## src/rtl/dino_pkg.sv

```systemverilog
// Shared constants and state types for the dinosaur game pixel source.
package dino_pkg;

    localparam logic [11:0] SKY_COLOR    = 12'hFFF;
    localparam logic [11:0] GROUND_COLOR = 12'h888;
    localparam logic [11:0] DINO_COLOR   = 12'h0F0;
    localparam logic [11:0] OBS_COLOR    = 12'h00F;

    localparam int unsigned DINO_SIZE   = 32;
    localparam int unsigned OBS_W       = 16;
    localparam int unsigned OBS_H       = 32;
    localparam int unsigned GROUND_ROWS = 4;
    localparam int unsigned MAX_COL     = 639;
    localparam int unsigned MAX_ROW     = 479;

    typedef enum logic {
        RUN,
        OVER
    } game_state_t;

    typedef enum logic [1:0] {
        GROUND,
        RISE,
        FALL
    } dino_state_t;

endpackage

```

## src/rtl/dino_jump_fsm.sv

```systemverilog
// Dino jump controller: GROUND/RISE/FALL sequencing and the jump height register.
module dino_jump_fsm
    import dino_pkg::*;
#(
    parameter int unsigned JUMP_H    = 96,
    parameter int unsigned JUMP_STEP = 4
) (
    input  logic       vga_clk,
    input  logic       clr,
    input  logic       frame_tick,
    input  logic       jump,
    input  logic       enable,
    input  logic       restart,
    output logic [6:0] h
);

    dino_state_t state;
    logic [7:0]  h_up;

    assign h_up = {1'b0, h} + 8'(JUMP_STEP);

    // Advance the jump once per frame; restart takes priority over normal motion.
    always_ff @(posedge vga_clk or posedge clr) begin
        if (clr) begin
            state <= GROUND;
            h     <= '0;
        end else if (frame_tick) begin
            if (restart) begin
                state <= GROUND;
                h     <= '0;
            end else if (enable) begin
                case (state)
                    GROUND: begin
                        if (jump) state <= RISE;
                    end
                    RISE: begin
                        if (h_up >= 8'(JUMP_H)) begin
                            h     <= 7'(JUMP_H);
                            state <= FALL;
                        end else begin
                            h <= h_up[6:0];
                        end
                    end
                    FALL: begin
                        if ({1'b0, h} <= 8'(JUMP_STEP)) begin
                            h     <= '0;
                            state <= GROUND;
                        end else begin
                            h <= h - 7'(JUMP_STEP);
                        end
                    end
                    default: begin
                        state <= GROUND;
                        h     <= '0;
                    end
                endcase
            end
        end
    end

endmodule

```

## src/rtl/dino_scene.sv

```systemverilog
// Dinosaur game pixel source: per-frame game state update and zero-latency rendering.
module dino_scene
    import dino_pkg::*;
#(
    parameter int unsigned DINO_X    = 64,
    parameter int unsigned GROUND_Y  = 400,
    parameter int unsigned JUMP_H    = 96,
    parameter int unsigned JUMP_STEP = 4,
    parameter int unsigned OBS_SPEED = 4
) (
    input  logic        vga_clk,
    input  logic        clr,
    input  logic [8:0]  row_addr,
    input  logic [9:0]  col_addr,
    input  logic        rdn,
    input  logic        jump,
    output logic [11:0] pixel,
    output logic        frame_tick,
    output logic [6:0]  dino_h,
    output logic [9:0]  obs_x,
    output logic        game_over,
    output logic [15:0] score
);

    game_state_t game_st;
    logic        jump_prev;
    logic        collide;
    logic        enable;
    logic        restart;
    logic [11:0] obs_w;
    logic [11:0] h_w;
    logic [11:0] row_w;
    logic [11:0] col_w;
    logic        in_dino;
    logic        in_obs;
    logic        in_ground;

    assign obs_w = 12'(obs_x);
    assign h_w   = 12'(dino_h);
    assign row_w = 12'(row_addr);
    assign col_w = 12'(col_addr);

    // Collision uses the values currently on screen, before this tick's update.
    assign collide = (obs_w < 12'(DINO_X + DINO_SIZE)) &&
                     (obs_w + 12'(OBS_W) > 12'(DINO_X)) &&
                     (h_w < 12'(DINO_SIZE));
    assign enable  = (game_st == RUN) && !collide;
    assign restart = (game_st == OVER) && jump && !jump_prev;

    dino_jump_fsm #(
        .JUMP_H    (JUMP_H),
        .JUMP_STEP (JUMP_STEP)
    ) u_jump (
        .vga_clk    (vga_clk),
        .clr        (clr),
        .frame_tick (frame_tick),
        .jump       (jump),
        .enable     (enable),
        .restart    (restart),
        .h          (dino_h)
    );

    // Pulse once after the last visible pixel of the frame is read.
    always_ff @(posedge vga_clk or posedge clr) begin
        if (clr) begin
            frame_tick <= 1'b0;
        end else begin
            frame_tick <= !rdn && (row_addr == 9'(MAX_ROW)) && (col_addr == 10'(MAX_COL));
        end
    end

    // Game FSM, obstacle motion and score, all updated only on the frame tick.
    always_ff @(posedge vga_clk or posedge clr) begin
        if (clr) begin
            game_st   <= RUN;
            game_over <= 1'b0;
            obs_x     <= 10'(MAX_COL);
            score     <= '0;
            jump_prev <= 1'b0;
        end else if (frame_tick) begin
            jump_prev <= jump;
            case (game_st)
                RUN: begin
                    if (collide) begin
                        game_st   <= OVER;
                        game_over <= 1'b1;
                    end else begin
                        if (obs_x < 10'(OBS_SPEED)) obs_x <= 10'(MAX_COL);
                        else                        obs_x <= obs_x - 10'(OBS_SPEED);
                        if (score != '1) score <= score + 16'd1;
                    end
                end
                OVER: begin
                    if (restart) begin
                        game_st   <= RUN;
                        game_over <= 1'b0;
                        obs_x     <= 10'(MAX_COL);
                        score     <= '0;
                    end
                end
                default: begin
                    game_st   <= RUN;
                    game_over <= 1'b0;
                end
            endcase
        end
    end

    // Render with fixed priority: dino, obstacle, ground, sky; blank when not reading.
    always_comb begin
        in_dino   = (col_w >= 12'(DINO_X)) && (col_w < 12'(DINO_X + DINO_SIZE)) &&
                    (row_w + h_w + 12'(DINO_SIZE) >= 12'(GROUND_Y)) &&
                    (row_w + h_w < 12'(GROUND_Y));
        in_obs    = (col_w >= obs_w) && (col_w < obs_w + 12'(OBS_W)) &&
                    (col_w <= 12'(MAX_COL)) &&
                    (row_w + 12'(OBS_H) >= 12'(GROUND_Y)) && (row_w < 12'(GROUND_Y));
        in_ground = (row_w >= 12'(GROUND_Y)) && (row_w < 12'(GROUND_Y + GROUND_ROWS));
        pixel     = SKY_COLOR;
        if (rdn)            pixel = '0;
        else if (in_dino)   pixel = DINO_COLOR;
        else if (in_obs)    pixel = OBS_COLOR;
        else if (in_ground) pixel = GROUND_COLOR;
    end

endmodule

```

## config.mk

```make
export PLATFORM = sky130hd
export DESIGN_NAME = dino_scene
export DESIGN_NICKNAME = d
export VERILOG_FILES = /design/src/rtl/dino_pkg.sv /design/src/rtl/dino_jump_fsm.sv /design/src/rtl/dino_scene.sv
export SDC_FILE = /design/constraint.sdc
export NUM_CORES = 1
export LEC_CHECK = 0
export ABC_AREA = 0
export BUFFER_PORTS_ARGS = -buffer_cell sky130_fd_sc_hd__buf_2
export CAP_MARGIN = 20
export CORE_UTILIZATION = 50
export DETAILED_ROUTE_END_ITERATION = 8
export PLACE_DENSITY = 0.8
export SYNTH_ARGS = -nofsm -noshare
export SYNTH_HDL_FRONTEND = slang
export SYNTH_SLANG_ARGS = --single-unit
```

## constraint.sdc

```tcl
create_clock -name vga_clk -period 8.45 [get_ports vga_clk]
set_clock_uncertainty 0.15 [all_clocks]
set_input_delay 0 -clock vga_clk [delete_from_list [all_inputs] [get_ports vga_clk]]
set_output_delay 0 -clock vga_clk [all_outputs]
set_load 0.01 [all_outputs]
```

==> results of run 1 <==
-- worst max-delay path by stage --
| stage | end | slack, ps | startpoint | cells after the start |
|---|---|---|---|---|
| after floorplan | pixel[1] | 4730 | u_jump.h[4]$_DFFE_PP0P_ | 13 |
| final | pixel[0] | 4310 | u_jump.h[4]$_DFFE_PP0P_ | 12 |
| after detailed placement | pixel[0] | 4680 | u_jump.h[4]$_DFFE_PP0P_ | 12 |
| after CTS | pixel[0] | 4350 | u_jump.h[4]$_DFFE_PP0P_ | 12 |
| after global routing | pixel[1] | 4000 | u_jump.h[4]$_DFFE_PP0P_ | 12 |
| after global placement | pixel[0] | 4770 | u_jump.h[4]$_DFFE_PP0P_ | 12 |
-- synthesized netlist by cell type, types with 4 or more instances --
cell type	number	area share [%]
ha_1	37	13
a21oi_1	30	4.3
inv_1	30	3.3
dfrtp_1	29	21
nand2_1	29	3.1
o21ai_0	27	3.9
nand3_1	21	3.0
nor2_1	21	2.3
o31ai_1	16	3.5
clkbuf_1	12	1.3
or4_1	12	2.6
nor3_1	11	1.6
a31oi_1	10	1.8
buf_4	9	2.0
and2_1	8	1.4
nor2b_1	8	1.4
dfstp_2	7	5.3
and3_1	6	1.1
nand4_1	6	1.1
o21a_1	6	1.3
a21o_1	5	1.1
and4_1	5	1.3
o41ai_1	5	1.3
a211oi_1	4	0.87
a31o_2	4	1.0
buf_2	4	0.58
nand2b_1	4	0.72
nor4_1	4	0.72
or3_1	4	0.72
xnor2_1	4	1.0
-- worst max-delay path: stages, from the launching register on --
cell	delay (ps)
dfrtp_1	510
ha_1	460
and3_1	240
or3_1	360
nand2_1	100
inv_1	60
ha_1	300
a2111oi_0	380
o211ai_1	160
a311oi_1	390
a211oi_1	150
a221oi_1	400
buf_2	200
-- flip-flops by register name, indices dropped and copies added, names as in the netlist --
name,count
u_jump.state,2
frame_tick,1
game_st,1
score,16
obs_x,9
game_over,1
u_jump.h,5
jump_prev,1
-- what timing repair did --
item,CTS,global route
resized for setup,0,0
hold buffers,5,0
hold endpoints to repair,38,0
-- cell type report --
type / instances / area (µm²)
timing repair buffer: 74 / 400
multi-input combinational: 336 / 2300
fill: 605 / 2620
clock inverter: 1 / 7.51
sequential: 36 / 910
inverter: 30 / 113
tap: 77 / 96.3
clock buffer: 7 / 86.3
-- cells by family (layout without fill, tap and decap cells) --
logic type,count (synthesis),after routing,share of synthesized area [%]
AOI/OAI and AO/OA,136,136,26.5
xor gates and xnor gates,5,5,1.26
adders and majority gates,37,37,13.4
buffers and inverters,56,112,7.41
DFF,36,36,26.3
muxes,4,4,1.23
other,1,3,0.108
and+or+nand+nor,151,151,23.9
-- metal layers --
layer / vias up / wire [µm] / track usage, %
met4: 0 / 78 / 5.70
li1: 1711 / - / -
met2: 128 / 4150 / 40.8
met1: 1682 / 4120 / 36.2
met3: 9 / 465 / 3.79
met5: - / 0 / 0
-- metrics by stage --
stage               total power (W)  instances
floorplan                  0.000208        428
global placement           0.000223        548
detailed placement         0.000225        548
CTS                        0.000353        561
global route               0.000368        561
finish                     0.000352        561
-- power by group through the flow --
stage | clock network (W) | logic [W] | registers, W
detailed placement | 0 | 0.0000492 | 0.000176
CTS | 0.000130 | 0.0000506 | 0.000172
global route | 0.000139 | 0.0000569 | 0.000172
global placement | 0 | 0.0000476 | 0.000176
floorplan | 0 | 0.0000327 | 0.000176
finish | 0.000129 | 0.0000511 | 0.000172
==> flow_metrics.tcl, run 1 <==
set metrics [dict create \
    cts_root_buf "clkbuf_8" \
    status "complete, no violations" \
    yosysSeqAreaShare_pct 26.3 \
    min-delay-path-class "input pin to primary output" \
    drtAntennaViolNets 0 \
    yosysUniqueCellTypes 63 \
    cp.required_ps 8300 \
    drt_wl_total_mm 8.81 \
    ios 70 \
    die_y_um 85.2 \
    synth_edf_count 0 \
    layout_common_cells "buf_2 (67), ha_1 (37), a21oi_1 (30), inv_1 (30)" \
    layout_commonest_cell "buf_2" \
    post-route-cell-area_um2 3920 \
    min_period_ps 4140 \
    h-tree-depth 2 \
    tns_ps 0 \
    ys_async_sr_fraction_pct 100 \
    dr.pass1.iters 5 \
    die_area_um2 7260 \
    vias 3530 \
    drive_gt1_share_pct 20.2 \
    cts_setup_buffers 0 \
    worstMarginPinSlew_ps 1100 \
    ys_warn_count 0 \
    via_per_inst 6.29 \
    place.gp.congestion 0.839 \
    grt_pass1_vias 3206 \
    ys_seq_elements 36 \
    ir_drop_mv 0.0819 \
    worstSetupPathType "flop to primary output" \
    worstHoldStart "rdn" \
    finalSetupViolCount 0 \
    grt_pass1_wl_mm 15.1 \
    fin_util_pct 60.0 \
    max_freq_mhz 242 \
    min_period_over_period_pct 49.0 \
    p_per_area_nw_per_um2 89.9 \
    grt_max_degree 37 \
    diodes 0 \
    fin_ws_ps 4310 \
    place_ws_ps 4680 \
    global_route.usage.total_pct 25.4 \
    drcViolationCount 0 \
    r2r_end "score[1]$_DFFE_PP0P_" \
    switching_share_pct 26.4 \
    rsz0062_at_grt "no" \
    portBuffers 67 \
    rows 29 \
    p_int_w 0.000259 \
    clock_sinks 36 \
    syn_inst 426 \
    combPwrFrac_pct 14.5 \
    ys.flop_type "dfrtp_1" \
    worst_setup_path_start_kind "flop" \
    hold_viol 0 \
    area_growth_pct 13.1 \
    hpwl_mm 6.50 \
    clockBufferDepth 2 \
    cts.reportedPaths.clkPinSlew_ps 70 \
    whs_ps 134 \
    chipWidth_um 85.2 \
    antenna_found_initial 0 \
    wl_per_cell_um 15.7 \
    r2r_start "obs_x[4]$_DFFE_PP1P_" \
    slew_viol_final 0 \
    worstHoldPathCells 3 \
    pwr-share-clk_pct 36.5 \
    start_util_pct 53.0 \
    cts_buffers 5 \
    drt_first_iter_violations 179 \
    max-cap-violations 0 \
    clk_latency_ps 290 \
    placed_area_um2 3770 \
    arrival_ps 3990 \
    p_seq_share_pct 49.0 \
    p_leak_nw 1.76 \
    gr-total-overflow 0 \
    reg2reg_slack_ps 5380 \
    end_kind "primary output" \
    avgSynthCellArea_um2 8.13 \
    slew_headroom_pct 26.4 \
    tritoncts "done" \
    p_switching_w 0.0000929 \
    syn_area_um2 3460 \
    coreArea_um2 6530 \
    reg2reg_depth 7 \
    finalNetCount 543 \
    whs_endpoint "pixel[3]" \
    cp_max_fo 13 \
]
Note: power is estimated with default switching activity, not from simulation.
==> inputs of run 2 (changes only) <==
- PLACE_DENSITY: 0.8 -> 0.83
- clock period: 8.45 -> 3.4 ns (I/O delays scaled with it)
==> flow_metrics.tcl, run 2 (same netlist as run 1, synthesis figures left out) <==
set metrics [dict create \
    p_leak_nw 1.92 \
    combPwrFrac_pct 17.5 \
    drive_gt1_share_pct 28.7 \
    dr.pass1.iters 5 \
    n_fill_cell 515 \
    post-route-cell-area_um2 4320 \
    drtAntennaViolNets 0 \
    pwr-share-clk_pct 38.9 \
    path_delay_family "compound AO/OA/AOI/OAI gates" \
    p_switching_w 0.000260 \
    layout_common_cells "buf_2 (67), ha_1 (31), a21oi_1 (29), inv_1 (29), dfrtp_1 (29)" \
    clockBufferDepth 2 \
    ios 70 \
    antenna_found_initial 0 \
    chipWidth_um 85.2 \
    arrival_ps 3310 \
    fin_cells 585 \
    worstSetupPathType "flop to primary output" \
    reg_top3 "score x16, obs_x x9, u_jump.h x5" \
    fin_util_pct 66.1 \
    vias 3765 \
    use_met1_pct 34.0 \
    place.gp.congestion 0.926 \
    global_route.usage.total_pct 26.1 \
    drcViolationCount 0 \
    max_freq_mhz 289 \
    gr-total-overflow 0 \
    cp.required_ps 3250 \
    finalSetupViolCount 7 \
    cts.reportedPaths.clkPinSlew_ps 70 \
    rows 29 \
    drt_first_iter_violations 250 \
    finalPower_w 0.000982 \
    die_area_um2 7260 \
    grt_pass1_vias 3417 \
    slew_headroom_pct 42.5 \
    layout_commonest_cell "buf_2" \
    coreArea_um2 6530 \
    tritoncts "done" \
    area_growth_pct 24.8 \
    min_period_over_period_pct 102 \
    clock_sinks 36 \
    grt_max_degree 33 \
    wl_per_cell_um 16.5 \
    crit_chain "ha_4 -> a21o_1 -> or3_4 -> nand2_4 -> inv_4 -> ha_4 -> nand2b_4 -> a21oi_2 -> o211ai_1 -> nand2_1 -> a2111o_1 -> o21ai_2 -> buf_2" \
    max-cap-violations 0 \
    use_met2_pct 44.6 \
    cp_num_buf_inv 2 \
    end_kind "primary output" \
    diodes 0 \
    hpwl_mm 6.75 \
    min_period_ps 3460 \
    fin_ws_ps -61.8 \
    finalNetCount 567 \
    p_per_area_nw_per_um2 227 \
    worstMarginPinSlew_ps 852 \
    seq_area_um2 910 \
    min-delay-path-class "input pin to async pin" \
    p_int_w 0.000722 \
    hold_viol 0 \
    cpMaxStageDelayCell "a2111o_1" \
    violations "negative setup slack" \
    placed_area_um2 3860 \
    p_seq_share_pct 43.6 \
    grtUsageMet3_pct 3.40 \
    ir_drop_mv 0.201 \
    switching_share_pct 26.4 \
    cp_max_fo 5 \
    cts_buffers 5 \
    h-tree-depth 2 \
    drt_wl_total_mm 9.65 \
    top_usage_layer "met2" \
    rsz0062_at_grt "yes" \
    critPathMaxStageDelay_ps 430 \
    dp_cells 557 \
    worst_setup_path_start_kind "flop" \
    top_register "score" \
    grt_pass1_wl_mm 15.5 \
    die_y_um 85.2 \
    portBuffers 67 \
    largest_reg_flops 16 \
    startpoint "u_jump.h[4]$_DFFE_PP0P_" \
    cts_root_buf "clkbuf_8" \
    cp_common_cell "ha_4" \
    r2r_start "obs_x[6]$_DFFE_PP1P_" \
    start_util_pct 53.0 \
    slew_viol_final 0 \
    via_per_inst 6.44 \
    clk_latency_ps 290 \
    status "finished, violations left" \
    multiInputGateArea_um2 2490 \
]
-- run 2: layer usage --
layer  wire [µm]  up-vias  share of wire, %
li1            -     1772                 -
met1        4140     1780                43
met2        4630      184                48
met3         680       29               7.0
met4         204        0               2.1
met5           0        -                 0
-- run 2: tightest hold or removal path, cell delays in order --
cell,delay [ps]
dlygate4sd3_1,530
buf_2,120
inv_1,220
-- run 2: metrics by stage --
step | hold WS (ps) | setup TNS, ps | worst slack, ps
after detailed placement | 148 | 0 | 57.1
after floorplan | -116 | 0 | 1.34
final | 39.1 | -297 | -61.8
after global placement | 137 | 0 | 191
after CTS | 153 | -293 | -65.2
after global routing | 32.5 | -1180 | -156
-- run 2: path summary, 6_finish.rpt --
check,cells past startpoint,end,slack [ps]
worst max-delay path,13,pixel[4],-60
min in group vga_clk,3,pixel[3],160
worst min-delay path,3,frame_tick$_DFF_PP0_,40
worst max register to register,6,score[14]$_DFFE_PP0P_,660
max in group asynchronous,4,obs_x[9]$_DFFE_PP1P_,2580
worst min register to register,1,obs_x[2]$_DFFE_PP1P_,360
-- run 2: layout make-up --
cell class | instances | share of cell area [%]
multi-input cells | 336 | 57.6
flip-flops and latches | 36 | 21.1
repair buffers | 98 | 13.9
inverters | 30 | 2.67
well taps | 77 | 2.23
clock buffers | 5 | 1.59
clock inverters | 3 | 0.985
-- run 2: power groups by stage --
stage | Clock (W) | Combinational, W | Sequential (W)
final | 0.000382 | 0.000171 | 0.000428
after global routing | 0.000405 | 0.000184 | 0.000428
after CTS | 0.000386 | 0.000151 | 0.000428
after detailed placement | 0 | 0.000128 | 0.000436
after global placement | 0 | 0.000123 | 0.000436
after floorplan | 0 | 0.0000856 | 0.000436
-- run 2: repair_timing --
item                                    CTS  global route
hold buffers                              5             0
gates resized for setup                  17            10
buffers inserted                          8             6
pin swaps                                11            14
endpoints found under the hold margin    27             0
endpoints found under the setup margin   12            12
